--- src/rtl/mips_pipe_pkg.sv ---
// Shared widths, skid-buffer state encoding and payload layout for the MIPS
// pipeline stage registers.
package mips_pipe_pkg;

  localparam int DEF_DATA_W  = 32;
  localparam int DEF_WB_W    = 2;
  localparam int DEF_M_W     = 3;
  localparam int DEF_RADDR_W = 5;
  localparam int DEF_CNT_W   = 16;

  typedef enum logic [1:0] {
    EMPTY = 2'd0,
    ONE   = 2'd1,
    FULL  = 2'd2
  } skid_state_e;

  // Field order matches the packed payload vector, MSB first.
  typedef struct packed {
    logic                   zero;
    logic [DEF_WB_W-1:0]    wb;
    logic [DEF_M_W-1:0]     m;
    logic [DEF_RADDR_W-1:0] dest;
    logic [DEF_DATA_W-1:0]  alu_res;
    logic [DEF_DATA_W-1:0]  store_data;
    logic [DEF_DATA_W-1:0]  pc;
  } ex_mem_payload_t;

  localparam int PAYLOAD_W = $bits(ex_mem_payload_t);

  function automatic int payload_w(int data_w, int wb_w, int m_w, int raddr_w);
    return 1 + wb_w + m_w + raddr_w + 3 * data_w;
  endfunction

endpackage

--- src/rtl/ex_mem_pipe_stage_if.sv ---
// One valid/ready beat of EX->MEM payload; master drives valid and payload,
// slave drives ready.
interface ex_mem_pipe_stage_if
  import mips_pipe_pkg::*;
#(
  parameter int DATA_W  = DEF_DATA_W,
  parameter int WB_W    = DEF_WB_W,
  parameter int M_W     = DEF_M_W,
  parameter int RADDR_W = DEF_RADDR_W
);
  logic               valid;
  logic               ready;
  logic               zero;
  logic [WB_W-1:0]    wb;
  logic [M_W-1:0]     m;
  logic [RADDR_W-1:0] dest;
  logic [DATA_W-1:0]  alu_res;
  logic [DATA_W-1:0]  store_data;
  logic [DATA_W-1:0]  pc;

  modport master (
    output valid, zero, wb, m, dest, alu_res, store_data, pc,
    input  ready
  );

  modport slave (
    input  valid, zero, wb, m, dest, alu_res, store_data, pc,
    output ready
  );
endinterface

--- src/rtl/pipe_skid_buf.sv ---
// Generic 2-entry valid/ready skid buffer with synchronous flush. in_ready is
// decoded from the state register only, so it never depends on out_ready.
module pipe_skid_buf
  import mips_pipe_pkg::*;
#(
  parameter int W = 8
) (
  input  logic         clk,
  input  logic         rst,
  input  logic         flush,
  input  logic         in_valid,
  output logic         in_ready,
  input  logic [W-1:0] in_data,
  output logic         out_valid,
  input  logic         out_ready,
  output logic [W-1:0] out_data
);

  skid_state_e  state_reg, state_next;
  logic [W-1:0] main_reg, main_next;
  logic [W-1:0] skid_reg, skid_next;
  logic         accept;
  logic         send;

  assign in_ready  = (state_reg != FULL);
  assign out_valid = (state_reg != EMPTY);
  assign out_data  = main_reg;
  assign accept    = in_valid & in_ready;
  assign send      = out_valid & out_ready;

  always_ff @(posedge clk or negedge rst) begin
    if (!rst) begin
      state_reg <= EMPTY;
      main_reg  <= '0;
      skid_reg  <= '0;
    end else begin
      state_reg <= state_next;
      main_reg  <= main_next;
      skid_reg  <= skid_next;
    end
  end

  // Flush only empties the buffer; stored data is left untouched.
  always_comb begin
    state_next = state_reg;
    main_next  = main_reg;
    skid_next  = skid_reg;
    if (flush) begin
      state_next = EMPTY;
    end else begin
      unique case (state_reg)
        EMPTY: begin
          if (accept) begin
            state_next = ONE;
            main_next  = in_data;
          end
        end
        ONE: begin
          if (send && !accept) begin
            state_next = EMPTY;
          end else if (send && accept) begin
            main_next = in_data;
          end else if (!send && accept) begin
            state_next = FULL;
            skid_next  = in_data;
          end
        end
        FULL: begin
          if (send) begin
            state_next = ONE;
            main_next  = skid_reg;
          end
        end
        default: state_next = EMPTY;
      endcase
    end
  end

endmodule

--- src/rtl/ex_mem_pipe_stage.sv ---
// EX->MEM pipeline register: packs the execute-stage beat through a skid
// buffer, masks control fields on bubbles and counts back-pressure cycles.
module ex_mem_pipe_stage
  import mips_pipe_pkg::*;
#(
  parameter int DATA_W  = DEF_DATA_W,
  parameter int WB_W    = DEF_WB_W,
  parameter int M_W     = DEF_M_W,
  parameter int RADDR_W = DEF_RADDR_W,
  parameter int CNT_W   = DEF_CNT_W
) (
  input  logic             clk,
  input  logic             rst,
  input  logic             flush,
  input  logic             cnt_clr,
  ex_mem_pipe_stage_if.slave  ex,
  ex_mem_pipe_stage_if.master mem,
  output logic [CNT_W-1:0] stall_cnt
);

  localparam int PAY_W = payload_w(DATA_W, WB_W, M_W, RADDR_W);
  localparam logic [CNT_W-1:0] CNT_MAX = '1;

  logic [PAY_W-1:0]   in_pay;
  logic [PAY_W-1:0]   out_pay;
  logic               out_valid;
  logic               zero_w;
  logic [WB_W-1:0]    wb_w;
  logic [M_W-1:0]     m_w;
  logic [RADDR_W-1:0] dest_w;
  logic [DATA_W-1:0]  alu_w;
  logic [DATA_W-1:0]  sd_w;
  logic [DATA_W-1:0]  pc_w;
  logic [CNT_W-1:0]   stall_cnt_reg;

  assign in_pay = {ex.zero, ex.wb, ex.m, ex.dest, ex.alu_res, ex.store_data, ex.pc};

  pipe_skid_buf #(.W(PAY_W)) u_skid (
    .clk       (clk),
    .rst       (rst),
    .flush     (flush),
    .in_valid  (ex.valid),
    .in_ready  (ex.ready),
    .in_data   (in_pay),
    .out_valid (out_valid),
    .out_ready (mem.ready),
    .out_data  (out_pay)
  );

  assign {zero_w, wb_w, m_w, dest_w, alu_w, sd_w, pc_w} = out_pay;

  // A bubble must never write memory or the register file.
  assign mem.valid      = out_valid;
  assign mem.zero       = zero_w;
  assign mem.wb         = out_valid ? wb_w : '0;
  assign mem.m          = out_valid ? m_w  : '0;
  assign mem.dest       = dest_w;
  assign mem.alu_res    = alu_w;
  assign mem.store_data = sd_w;
  assign mem.pc         = pc_w;

  always_ff @(posedge clk or negedge rst) begin
    if (!rst) begin
      stall_cnt_reg <= '0;
    end else if (cnt_clr) begin
      stall_cnt_reg <= '0;
    end else if (out_valid && !mem.ready && stall_cnt_reg != CNT_MAX) begin
      stall_cnt_reg <= stall_cnt_reg + 1'b1;
    end
  end

  assign stall_cnt = stall_cnt_reg;

endmodule

--- src/flat_wrapper.sv ---
// flat-port wrapper written by rule: the top's interface ports become plain ports
module ex_mem_pipe_stage_flat import mips_pipe_pkg::*;
#(
  parameter int DATA_W  = DEF_DATA_W,
  parameter int WB_W    = DEF_WB_W,
  parameter int M_W     = DEF_M_W,
  parameter int RADDR_W = DEF_RADDR_W,
  parameter int CNT_W   = DEF_CNT_W
)
  (clk, rst, flush, cnt_clr, stall_cnt, ex_valid, ex_zero, ex_wb, ex_m, ex_dest, ex_alu_res, ex_store_data, ex_pc, ex_ready, mem_valid, mem_zero, mem_wb, mem_m, mem_dest, mem_alu_res, mem_store_data, mem_pc, mem_ready);
  ex_mem_pipe_stage_if #(.DATA_W(DATA_W), .WB_W(WB_W), .M_W(M_W), .RADDR_W(RADDR_W)) ex_i ();
  ex_mem_pipe_stage_if #(.DATA_W(DATA_W), .WB_W(WB_W), .M_W(M_W), .RADDR_W(RADDR_W)) mem_i ();
  input  logic clk;
  input  logic rst;
  input  logic flush;
  input  logic cnt_clr;
  output logic [CNT_W-1:0] stall_cnt;
  input wire logic [$bits(ex_i.valid)-1:0] ex_valid;
  input wire logic [$bits(ex_i.zero)-1:0] ex_zero;
  input wire logic [$bits(ex_i.wb)-1:0] ex_wb;
  input wire logic [$bits(ex_i.m)-1:0] ex_m;
  input wire logic [$bits(ex_i.dest)-1:0] ex_dest;
  input wire logic [$bits(ex_i.alu_res)-1:0] ex_alu_res;
  input wire logic [$bits(ex_i.store_data)-1:0] ex_store_data;
  input wire logic [$bits(ex_i.pc)-1:0] ex_pc;
  output wire logic [$bits(ex_i.ready)-1:0] ex_ready;
  output wire logic [$bits(mem_i.valid)-1:0] mem_valid;
  output wire logic [$bits(mem_i.zero)-1:0] mem_zero;
  output wire logic [$bits(mem_i.wb)-1:0] mem_wb;
  output wire logic [$bits(mem_i.m)-1:0] mem_m;
  output wire logic [$bits(mem_i.dest)-1:0] mem_dest;
  output wire logic [$bits(mem_i.alu_res)-1:0] mem_alu_res;
  output wire logic [$bits(mem_i.store_data)-1:0] mem_store_data;
  output wire logic [$bits(mem_i.pc)-1:0] mem_pc;
  input wire logic [$bits(mem_i.ready)-1:0] mem_ready;
  assign ex_i.valid = ex_valid;
  assign ex_i.zero = ex_zero;
  assign ex_i.wb = ex_wb;
  assign ex_i.m = ex_m;
  assign ex_i.dest = ex_dest;
  assign ex_i.alu_res = ex_alu_res;
  assign ex_i.store_data = ex_store_data;
  assign ex_i.pc = ex_pc;
  assign ex_ready = ex_i.ready;
  assign mem_valid = mem_i.valid;
  assign mem_zero = mem_i.zero;
  assign mem_wb = mem_i.wb;
  assign mem_m = mem_i.m;
  assign mem_dest = mem_i.dest;
  assign mem_alu_res = mem_i.alu_res;
  assign mem_store_data = mem_i.store_data;
  assign mem_pc = mem_i.pc;
  assign mem_i.ready = mem_ready;
  ex_mem_pipe_stage #(.DATA_W(DATA_W), .WB_W(WB_W), .M_W(M_W), .RADDR_W(RADDR_W), .CNT_W(CNT_W)) u_core (.clk(clk), .rst(rst), .flush(flush), .cnt_clr(cnt_clr), .ex(ex_i), .mem(mem_i), .stall_cnt(stall_cnt));
endmodule
--- config.mk ---
export PLATFORM = sky130hd
export DESIGN_NAME = ex_mem_pipe_stage_flat
export DESIGN_NICKNAME = d
export VERILOG_FILES = /design/src/rtl/mips_pipe_pkg.sv /design/src/rtl/ex_mem_pipe_stage_if.sv /design/src/rtl/pipe_skid_buf.sv /design/src/rtl/ex_mem_pipe_stage.sv /design/src/flat_wrapper.sv
export SDC_FILE = /design/constraint.sdc
export NUM_CORES = 1
export LEC_CHECK = 0
export CORE_MARGIN = 10
export CORE_UTILIZATION = 46
export DETAILED_ROUTE_END_ITERATION = 10
export PLACE_DENSITY = 0.77
export SETUP_SLACK_MARGIN = 0.3
export SLEW_MARGIN = 10
export SYNTH_ARGS = -nofsm -noshare
export SYNTH_HDL_FRONTEND = slang
export SYNTH_HIERARCHICAL = 1
export SYNTH_SLANG_ARGS = --single-unit
--- constraint.sdc ---
create_clock -name clk -period 1.6 [get_ports clk]
set_input_delay 0.16 -clock clk [delete_from_list [all_inputs] [get_ports clk]]
set_output_delay 0.16 -clock clk [all_outputs]
set_load 0.05 [all_outputs]
* Word-level counts from Yosys, hierarchy flattened
Cells that the tools add are included.
** Word-level totals
- Output and inout bits :: 125
- Register bits after elaboration :: 232
** Operators by class
- $add $sub $neg :: 1
- Equality and inequality tests :: 12
- Bitwise logic cells :: 5
- Reduce and logical (&&, ||, !) cells :: 15
- Muxes and demuxes :: 16
** Operator list (number)
- 107-bit 2-to-1 mux :: 4
- 107-bit one-hot mux with 3 select lines :: 1
- 16-bit 2-to-1 mux :: 2
- 16-bit by 1-bit adder with 16-bit output (second input constant) :: 1
- 16-bit != test (second input constant) :: 1
- 2-bit 2-to-1 mux :: 7
- 2-bit != test (second input constant) :: 5
- 4-bit != test (second input constant) :: 2
- 3-bit != test (second input constant) :: 2
- 2-bit one-hot mux with 3 select lines :: 1
- 6-bit AND reduction :: 1
- 1-bit logical AND :: 5
- 5-bit AND reduction :: 1
- 4-bit AND reduction :: 1
- 2-bit nonzero test :: 2
- 1-bit logical NOT :: 3
- 3-bit 2-to-1 mux :: 1
- 1-bit inverter :: 3
- 3-bit nonzero test :: 1
- 1-bit AND :: 2
- 2-bit by 1-bit equality test with 1-bit output (second input constant) :: 1
- 2-bit equality test (second input constant) :: 1
- 2-bit logical NOT :: 1

* Logic depth before layout (Yosys ltp)
Gate-level depths: netlist (run 1).
- Depth in word-level cells :: 9
- Mapped depth :: 6
- Depth with buffers taken out :: 5

* Cells and area by module
The synthesis (run 1) kept the hierarchy.
** Modules (own cells, without submodules)
- pipe_skid_buf :: sequential area each 5405.2 um2, instances 1, cells each 588, area an instance 9510.4 um2
- ex_mem_pipe_stage :: sequential area each 400.4 um2, instances 1, cells each 115, area an instance 1114.8 um2

* Least setup slack after synthesis (run 1)
No wires, ideal clock.
- Path type :: reg2reg
- Start :: reg u_core.stall_cnt_reg[0] (netlist: u_core/stall_cnt[0])
- End :: reg u_core.stall_cnt_reg[13] (netlist: u_core/stall_cnt[13])
- Library setup time :: 125 ps
- Arrival :: 1885 ps
- Path slack :: -411 ps
- Cell stages (with the launch flop) :: 6
- Clock period less this slack :: 2011 ps
- Cells stage by stage :: dfrtp_1 > ha_1 > and4_4 > buf_6 > a2111oi_2 > mux2_4
** Between the ends
- Longest elaborated chain between the ends :: 3
- Elaborated cells between the ends (all ways) :: 6
- Classes of those cells :: add/sub: 1; eq/ne: 1; mux: 2; reduce/logical: 2
** Ends and longest elaborated chain
- from (decl) :: line ex_mem_pipe_stage.sv:34 : logic [CNT_W-1:0] stall_cnt_reg;
- from (signal assigned) :: line ex_mem_pipe_stage.sv:68 : stall_cnt_reg <= stall_cnt_reg + 1'b1;
- 16-bit by 1-bit adder with 16-bit output or 16-bit != test (tied branches) :: line ex_mem_pipe_stage.sv:68, ex_mem_pipe_stage.sv:67
- 16-bit 2-to-1 mux or 1-bit logical AND (tied branches) :: line ex_mem_pipe_stage.sv:67 : end else if (out_valid && !mem.ready && stall_cnt_reg != CNT_MAX) begin
- 16-bit 2-to-1 mux or 2-bit nonzero test (tied branches)
Several ways; a longest one is shown, not always the timed one. The select of a mux whose other input is x is not followed.
A chain may end at the register's enable or synchronous reset.

* Worst setup path after layout (run 1)
- Start :: reg u_core.u_skid.state_reg[1]
- End :: reg u_core.u_skid.main_reg[42] (netlist: u_core/u_skid/out_data[42])
** Between the ends
- Longest elaborated chain between the ends :: 6
- Elaborated cells between the ends (all ways) :: 17
- Classes of those cells :: eq/ne: 7; mux: 1; bitwise: 2; reduce/logical: 7
** Ends and longest elaborated chain
- from (decl) :: line pipe_skid_buf.sv:19 : skid_state_e state_reg, state_next;
- from (signal assigned) :: line pipe_skid_buf.sv:37 : state_reg <= state_next;
- 2-bit != test :: line pipe_skid_buf.sv:25 : assign in_ready = (state_reg != FULL);
- 1-bit AND :: line pipe_skid_buf.sv:28 : assign accept = in_valid & in_ready;
- 1-bit logical NOT :: line pipe_skid_buf.sv:59 : if (send && !accept) begin
- 1-bit logical AND :: line pipe_skid_buf.sv:59
- 2-bit != test (no line)
- 6-bit AND reduction (no line)
- to (signal assigned) :: line pipe_skid_buf.sv:38 : main_reg <= main_next;
- to (decl) :: line pipe_skid_buf.sv:20 : logic [W-1:0] main_reg, main_next;
Several ways; a longest one is shown, not always the timed one.

==> results of run 1 <==
[what timing repair did]
item / in CTS / in global routing
resized for setup: 140 / 111
endpoints found under the setup margin: 271 / 303
hold endpoints to repair: 204 / 0
gates cloned: 14 / 3
hold buffers: 1 / 0
pin swaps: 9 / 7
setup buffers: 30 / 16
[area by class of cell]
cell class	instances	area [um^2]
repair buffers	388	4580
clock inverters	5	100
inverters	4	22.5
multi-input cells	428	5670
clock buffers	43	846
fillers	1243	5300
flip-flops and latches	232	5830
well taps	285	357
[placed cells by master (no fill, tap or decap), drive strengths merged]
cell type / count
and4: 2
o41a: 1
and2: 5
clkdlybuf4s50: 111
o22a: 1
or2: 2
buf: 274
a211oi: 3
o21ai: 3
ha: 1
inv: 4
nor3b: 1
nand3b: 1
nand4: 3
clkbuf: 45
and3: 3
nand2b: 4
nor2: 10
nor3: 3
nor4: 3
o31a: 1
or2b: 1
nor2b: 10
a21oi: 12
o31ai: 2
mux2i: 1
or4: 1
nand2: 11
mux2: 329
dlygate4sd3: 1
bufinv: 3
dfrtp: 232
o21a: 1
a2111oi: 3
or3: 3
nand3: 7
clkinv: 2
[per-stage QoR]
step                setup slack, ps  instances  instance area (um^2)
floorplan                      -203        703                 11800
global placement               -383       1273                 14600
detailed placement             -422       1273                 14600
CTS                            -263       1366                 16700
global route                   -358       1385                 17400
finish                         -290       1385                 17400
[routing by layer]
metal	up-vias	GRT usage [%]	wire [um]
li1	3299	-	-
met4	2	4.84	608
met2	229	33.4	15600
met1	3721	26.2	13300
met5	-	0	13
met3	51	4.81	2090
[path summary, 6_finish.rpt]
path                       slack, ps  depth (start not counted)                                      to                                   start
max                             -290                          9  u_core/u_skid/out_data[42]$_DFFE_PN0P_  u_core/u_skid/state_reg[1]$_DFFE_PN0P_
min                              150                          2  u_core/u_skid/skid_reg[51]$_DFFE_PN0P_                                     rst
max reg2reg                     -290                          9  u_core/u_skid/out_data[42]$_DFFE_PN0P_  u_core/u_skid/state_reg[1]$_DFFE_PN0P_
min reg2reg                      510                          1  u_core/u_skid/skid_reg[75]$_DFFE_PN0P_  u_core/u_skid/skid_reg[75]$_DFFE_PN0P_
max in group asynchronous        710                          3  u_core/u_skid/skid_reg[94]$_DFFE_PN0P_                                     rst
min in group clk                 280                          2  u_core/u_skid/skid_reg[28]$_DFFE_PN0P_                               ex_pc[28]
[cell usage after synthesis, types with 2 or more instances]
cell	instances
nor2_1	10
nor4_1	2
buf_6	13
a211oi_1	3
nand2_1	11
o31ai_1	2
a21oi_2	2
mux2_2	250
a21oi_1	10
a2111oi_2	3
or3_1	3
nor3_1	3
dfrtp_1	232
nor2b_1	9
buf_2	24
clkbuf_1	2
nand4_1	2
nand2b_1	4
and2_1	5
o21ai_0	2
nand3_2	2
nand3_1	5
or2_2	2
inv_1	3
mux2_1	35
mux2_4	44
[report_power, final]
group          leakage, nW  internal (mW)  switching, mW
registers             2.79           7.21          0.955
clock network        0.468           4.07           2.40
logic                 4.62           3.55           3.28
[cells by family (layout without fill, tap and decap cells)]
family / Yosys count / after routing / share of synthesized area (%)
mux: 330 / 330 / 36.5
simple gates: 69 / 70 / 4.04
fa+ha+maj: 1 / 1 / 0.118
buf+inv: 44 / 440 / 2.79
flops: 232 / 232 / 54.6
compound gates: 27 / 27 / 1.90
==> results.cfg, run 1 <==
[cts]
h-tree-depth = 1
clock_latency_ps = 520
cts_root_buf = clkbuf_16
cts_tree = done
clockBufferDepth = 3
cts.sinks = 232
cts_inserted_buffers = 26
path_clk_slew_ps = 60

[synthesis]
ys_ff_latch = 232
ys.flop_type = dfrtp_1
syn-num-nets = 817
postSynthCellCount = 703
synth_warnings = 6
syn_area_um2 = 10600
yosysTopAreaCell = dfrtp_1
synth_area_leaders = dfrtp_1 (55%), mux2_2 (26%), mux2_4 (6.2%)
yosysSeqAreaShare_pct = 54.6
synth_edf_count = 0
synth_top_area_share_pct = 54.6
synth.avg_cell_area_um2 = 15.1
synth_cell_types = 46
async_flop_share_pct = 100

[worst_setup_path]
critPathArrivalTime_ps = 2280
path_cells = buf_6, nor2b_4, nand2_2, a21oi_4, buf_12, buf_12, buf_12, buf_16, mux2_4
worstSetupPathType = reg -> reg
cp-end-kind = flip-flop
cp_top_family = buffers and inverters
crit_fanout = 7
slowest_stage = dfrtp_2
crit_path_start_kind = flip-flop
max_stage_delay_ps = 440
crit_top_cell = buf_12
crit_required_ps = 1990
critical_path_buf_inv_count = 5

[floorplan]
die_w_um = 172
start_util_pct = 46.8
top_level_ports = 238
die_y_um = 172
die-area_um2 = 29600
rows = 55
core_um2 = 22700

[sta]
grt_setup_unrepaired = yes
relSlewSlack_pct = 69.7
max_freq_mhz = 529
fin_hold_ws_ps = 155
min_period_ps = 1890
finalHoldViolations = 0
period_share_pct = 118
setup_viol_count_final = 235
setup_ws_ps = -290
setup_tns_ps = -47190
slew_viol_final = 0
finClkSkew_ps = 12.5
worst_pin_slew_ps = 452

[grt]
first_global_vias = 8299
grt_start_max_net_pins = 56
grt_pass1_wl_mm = 47.5
grt_use_total_pct = 20.2
overflow = 0
antenna_found_initial = 1

[pwr]
power_mw = 21.5
power_density_nw_per_um2 = 1230
ir_drop_mv = 0.971
leakagePower_nw = 7.88

[min_path]
min_path_type = in -> async

[detailed_routing]
via_per_inst = 5.27
detail-route-antenna-nets = 0
drc = 0
drtIter0Drc = 421
wl_per_cell_um = 22.9
wirelength_mm = 31.7
vias = 7302
firstDrtPassIters = 4

[placement]
dp_hpwl_mm = 19.6
routabilityCongestion = 0.788
place.port_buffers = 237

[run]
maxCapViolations = 0

[cells_and_area]
utilization_pct = 76.7
drive_above_1_share_pct = 65.7
n_antenna_cell = 0
areaGrowthSynthToFinish_pct = 63.8
nets = 1194

[outcome]
violations = setup timing
status = finished, violations left
Power figures use the tool's default switching activity.
==> run 2: changes to the inputs <==
- CORE_UTILIZATION: 46 -> 57
- DONT_BUFFER_PORTS: unset -> 1
- PLACE_DENSITY: 0.77 -> 0.75
==> run 2 against run 1 <==
Against the previous run:
- the run ends with hold timing, setup timing left
- sequential power grew 19%
- clock skew is 1.4 ps lower
- register-to-register slack improved by 50 ps
- die area fell by 17%
- core utilization rose by 11 points
- worst hold slack worse by 830 ps
- cell count shrank 13%
- highest routed layer is now met4
- combinational power shrank 36%
==> results.cfg, run 2 (synthesized netlist as in run 1, its figures left out) <==
[cts]
cts_tree = done
cts_inserted_buffers = 24
holdBufCountCts = 111
path_clk_slew_ps = 70
clock_latency_ps = 520
cts.sinks = 232
cts_root_buf = clkbuf_16
h-tree-depth = 1
clockBufferDepth = 3

[worst_setup_path]
crit_fanout = 10
crit_required_ps = 2000
worstSetupPathType = reg -> reg
max_stage_delay_ps = 420
critical_path_buf_inv_count = 3
slowest_stage = dfrtp_2
cp-end-kind = flip-flop
crit_path_start_kind = flip-flop
cp_top_family = multiplexers
reg2reg_setup_slack_ps = -240
critPathArrivalTime_ps = 2240
crit_top_cell = buf_12
path_cells = nor2b_4, buf_6, buf_12, buf_12, mux2_2, mux2_4

[sta]
setup_viol_count_final = 236
finClkSkew_ps = 11.1
relSlewSlack_pct = 24.3
min_period_ps = 1840
max_freq_mhz = 542
period_share_pct = 115
worst_pin_slew_ps = 1130
slew_viol_final = 0
fin_hold_ws_ps = -673
grt_setup_unrepaired = yes
finalHoldViolations = 233
setup_ws_ps = -245

[pwr]
leakagePower_nw = 7.03
ir_drop_mv = 1.11
power_mw = 19.6
power_density_nw_per_um2 = 1230

[detailed_routing]
firstDrtPassIters = 5
drc = 0
detail-route-antenna-nets = 0
wirelength_mm = 36.4
drtIter0Drc = 407
wl_per_cell_um = 30.2
via_per_inst = 6.02
vias = 7243

[cells_and_area]
nFillCells = 643
layout_commonest_cell = mux2_4
mostFrequentLayoutCells = mux2_4 (280), dfrtp_1 (140), dlygate4sd3_1 (111)
drive_above_1_share_pct = 67.6
layout.area.seq_um2 = 5920
multi_input_area_um2 = 5700
utilization_pct = 87.9
areaGrowthSynthToFinish_pct = 50.2
nets = 1069

[placement]
dp_hpwl_mm = 18.0
routabilityCongestion = 0.795
place.port_buffers = 0

[grt]
grt_use_total_pct = 24.9
overflow = 0
first_global_vias = 7924
grt_pass1_wl_mm = 48.3
grt_start_max_net_pins = 233
antenna_found_initial = 2

[floorplan]
start_util_pct = 58.5
die-area_um2 = 24500
core_um2 = 18100
die_y_um = 157
top_level_ports = 238
die_w_um = 157
rows = 49

[outcome]
status = finished, violations left
violations = hold timing, setup timing

[run]
maxCapViolations = 0

[min_path]
min_path_type = in -> async
## run 2: power breakdown
| part | switching (mW) | internal, mW |
|---|---|---|
| combinational | 1.71 | 2.66 |
| clock | 2.32 | 3.18 |
| sequential | 2.49 | 7.28 |
| total | 6.52 | 13.1 |
## run 2: worst paths after layout
| kind | to | from | cells past startpoint |
|---|---|---|---|
| setup / recovery | u_core/u_skid/out_data[36]$_DFFE_PN0P_ | u_core/u_skid/state_reg[1]$_DFFE_PN0P_ | 6 |
| hold / removal | u_core/u_skid/skid_reg[62]$_DFFE_PN0P_ | rst | 0 |
| min in group clk | u_core/u_skid/state_reg[1]$_DFFE_PN0P_ | ex_valid | 3 |
| setup reg to reg | u_core/u_skid/out_data[36]$_DFFE_PN0P_ | u_core/u_skid/state_reg[1]$_DFFE_PN0P_ | 6 |
| max in group asynchronous | u_core/u_skid/out_data[12]$_DFFE_PN0P_ | rst | 0 |
| hold reg to reg | u_core/u_skid/skid_reg[73]$_DFFE_PN0P_ | u_core/u_skid/skid_reg[73]$_DFFE_PN0P_ | 1 |
## run 2: area by class of cell
type                            instances  area share (%)
Antenna cell                            2          0.0314
Sequential cell                       232            37.1
Timing Repair Buffer                  265            20.4
Clock buffer                           40            4.46
Clock inverter                          4           0.282
Multi-Input combinational cell        428            35.7
Tap cell                              229            1.80
Inverter                                4           0.141
## run 2: repair_timing
| action | in CTS | in global routing |
|---|---|---|
| endpoints found under the hold margin | 464 | 232 |
| setup endpoints to repair | 323 | 254 |
| resized for setup | 152 | 68 |
| buffers inserted | 16 | 11 |
| cloned | 3 | 18 |
| pin swaps | 12 | 11 |
## run 2: routing by layer
| metal | up-vias | GRT usage, % | routed length [um] |
|---|---|---|---|
| li1 | 3047 | - | - |
| met1 | 3809 | 30.0 | 14000 |
| met2 | 312 | 42.9 | 18900 |
| met3 | 75 | 7.46 | 2670 |
| met4 | 0 | 6.16 | 873 |
| met5 | - | 0 | 0 |
## run 2: worst register-to-register path, stage by stage (launching register included)
cell and delay [ps]:
dfrtp_2 420, nor2b_4 210, buf_6 140, buf_12 150, buf_12 160, mux2_2 380
mux2_4 270
## run 2: metrics by stage
stage | cell area (um^2) | setup slack, ps | hold slack, ps | instances | setup TNS (ps)
after floorplan | 11800 | -203 | -136 | 703 | -8480
after global placement | 12700 | -134 | -128 | 999 | -23340
after detailed placement | 12700 | -215 | -128 | 999 | -37930
after CTS | 15100 | -205 | -669 | 1173 | -36450
after global routing | 16000 | -287 | -681 | 1204 | -49990
final | 16000 | -245 | -673 | 1204 | -41020
==> run 3: changes to the inputs <==
- SETUP_SLACK_MARGIN: 0.3 -> unset
- SKIP_LAST_GASP: unset -> 1
==> run 3 against run 2 <==
Against the previous run:
- the flow still finishes with violations (hold timing, setup timing)
- critical path depth stayed put
- clock power is 9.6% higher
- setup slack worse by 22 ps
- global-route usage is 1.2 points lower
- non-clock buffer count is 18 lower
- power is 0.42% lower
- clock skew hardly changed
- register-to-register slack worse by 20 ps
- via count is 3.1% lower
- critical endpoint is now u_core/stall_cnt[3]$_DFFE_PN0P_
- highest routed layer unchanged
==> results.cfg, run 3 (synthesized netlist as in run 1, its figures left out) <==
[outcome]
status = finished, violations left
violations = hold timing, setup timing

[pwr]
p_comb_share_pct = 20.7
clockPowerShare_pct = 30.8
p_sw_share_pct = 32.7
ir_drop_mv = 1.02
internal-power_mw = 13.2
p_sw_mw = 6.39
power_frac_seq_pct = 48.5
power_density_nw_per_um2 = 1300
leakagePower_nw = 6.60

[grt]
grt_start_max_net_pins = 233
overflow = 0
first_global_vias = 7790
grt_pass1_wl_mm = 46.0
grt_use_total_pct = 23.7
antenna_found_initial = 3

[cells_and_area]
layout_commonest_cell = dfrtp_1
nets = 1051
areaGrowthSynthToFinish_pct = 41.8
drive_above_1_share_pct = 59.3
stdcell_count = 1188
utilization_pct = 83.0
mostFrequentLayoutCells = dfrtp_1 (215), mux2_4 (164), mux2_2 (160)

[placement]
place.port_buffers = 0
routabilityCongestion = 0.786
dp_hpwl_mm = 17.3
dp_cells = 986
post-place-ws_ps = -173

[sta]
setup_tns_ps = -41310
min_period_ps = 1870
relSlewSlack_pct = 32.6
slew_viol_final = 0
worst_pin_slew_ps = 1010
finalHoldViolations = 232
finClkSkew_ps = 11.3
grt_setup_unrepaired = yes
period_share_pct = 117
setup_viol_count_final = 235
max_freq_mhz = 536
setup_ws_ps = -267
fin_hold_ws_ps = -663

[worst_setup_path]
r2r_cells = 6
critPathArrivalTime_ps = 2270
worstSetupPathType = reg -> reg
crit_fanout = 8
crit_required_ps = 2000
cp-end-kind = flip-flop
crit_path_start_kind = flip-flop

[cts]
clockBufferDepth = 3
cts_root_buf = clkbuf_16
holdBufCountCts = 111
h-tree-depth = 1
cts_tree = done
clock_latency_ps = 520
cts.sinks = 232
path_clk_slew_ps = 60
cts_inserted_buffers = 25

[floorplan]
top_level_ports = 238
die-area_um2 = 24500
core_um2 = 18100
rows = 49
start_util_pct = 58.5
die_w_um = 157
die_y_um = 157

[detailed_routing]
wl_per_cell_um = 27.0
detail-route-antenna-nets = 0
via_per_inst = 5.91
wirelength_mm = 32.1
firstDrtPassIters = 4
drc = 0
vias = 7022
drtIter0Drc = 272

[run]
maxCapViolations = 0

[min_path]
min_path_type = in -> async
-- run 3: cell count changes in the layout (fill, tap and decap cells not counted), moves of 13 or more --
cell | previous run | this run
dfrtp_2 | 92 | 17
mux2_2 | 49 | 160
buf_12 | 34 | 21
dfrtp_1 | 140 | 215
mux2_4 | 280 | 164
buf_4 | 56 | 77
buf_6 | 32 | 14
-- run 3: cell type report --
type,count,area (um^2)
clock inverter,16,196
fill,897,3090
antenna,3,7.51
multi-input combinational,427,5230
timing repair buffer,247,2830
clock buffer,30,664
sequential,232,5830
tap,229,287
inverter,4,22.5
-- run 3: metrics by stage --
step	power (mW)	cell area, um^2
global route	20.3	15100
CTS	19.1	14600
global placement	12.3	11700
floorplan	11.6	10900
finish	19.6	15100
detailed placement	12.6	11700
-- run 3: path summary, 6_finish.rpt --
path / from / to / slack (ps)
max in group asynchronous: rst / u_core/stall_cnt[4]$_DFFE_PN0P_ / 1710
worst min register to register: u_core/u_skid/skid_reg[103]$_DFFE_PN0P_ / u_core/u_skid/skid_reg[103]$_DFFE_PN0P_ / 500
worst min-delay path: rst / u_core/stall_cnt[8]$_DFFE_PN0P_ / -660
worst max register to register: u_core/stall_cnt[8]$_DFFE_PN0P_ / u_core/stall_cnt[3]$_DFFE_PN0P_ / -270
worst max-delay path: u_core/stall_cnt[8]$_DFFE_PN0P_ / u_core/stall_cnt[3]$_DFFE_PN0P_ / -270
min in group clk: mem_ready / u_core/stall_cnt[2]$_DFFE_PN0P_ / 70
-- run 3: metal layers --
metal  vias up  routed length (um)  global-route usage [%]
met4         0                1190                    8.13
met3        77                2360                    7.29
li1       3018                   -                       -
met2       288               16700                    42.1
met1      3639               11900                    26.5
met5         -                   0                       0
-- run 3: critical path, cell delays in order, from the launching register on --
cell,delay (ps)
dfrtp_2,390
nand3_2,150
nor4_4,360
buf_4,280
buf_4,190
a21oi_2,70
mux2_4,300
-- run 3: timing repair --
item | CTS | global route
pin swaps | 7 | 8
resized for setup | 63 | 117
setup buffers | 25 | 3
gates cloned | 14 | 7
endpoints found under the setup margin | 232 | 235
hold endpoints to repair | 464 | 232
-- run 3: power groups by stage --
| stage | sequential, mW | combinational [mW] | clock (mW) |
|---|---|---|---|
| global placement | 9.35 | 2.99 | 0 |
| global route | 9.61 | 4.23 | 6.43 |
| finish | 9.48 | 4.05 | 6.03 |
| floorplan | 9.72 | 1.88 | 0 |
| detailed placement | 9.44 | 3.12 | 0 |
| CTS | 9.36 | 3.64 | 6.12 |
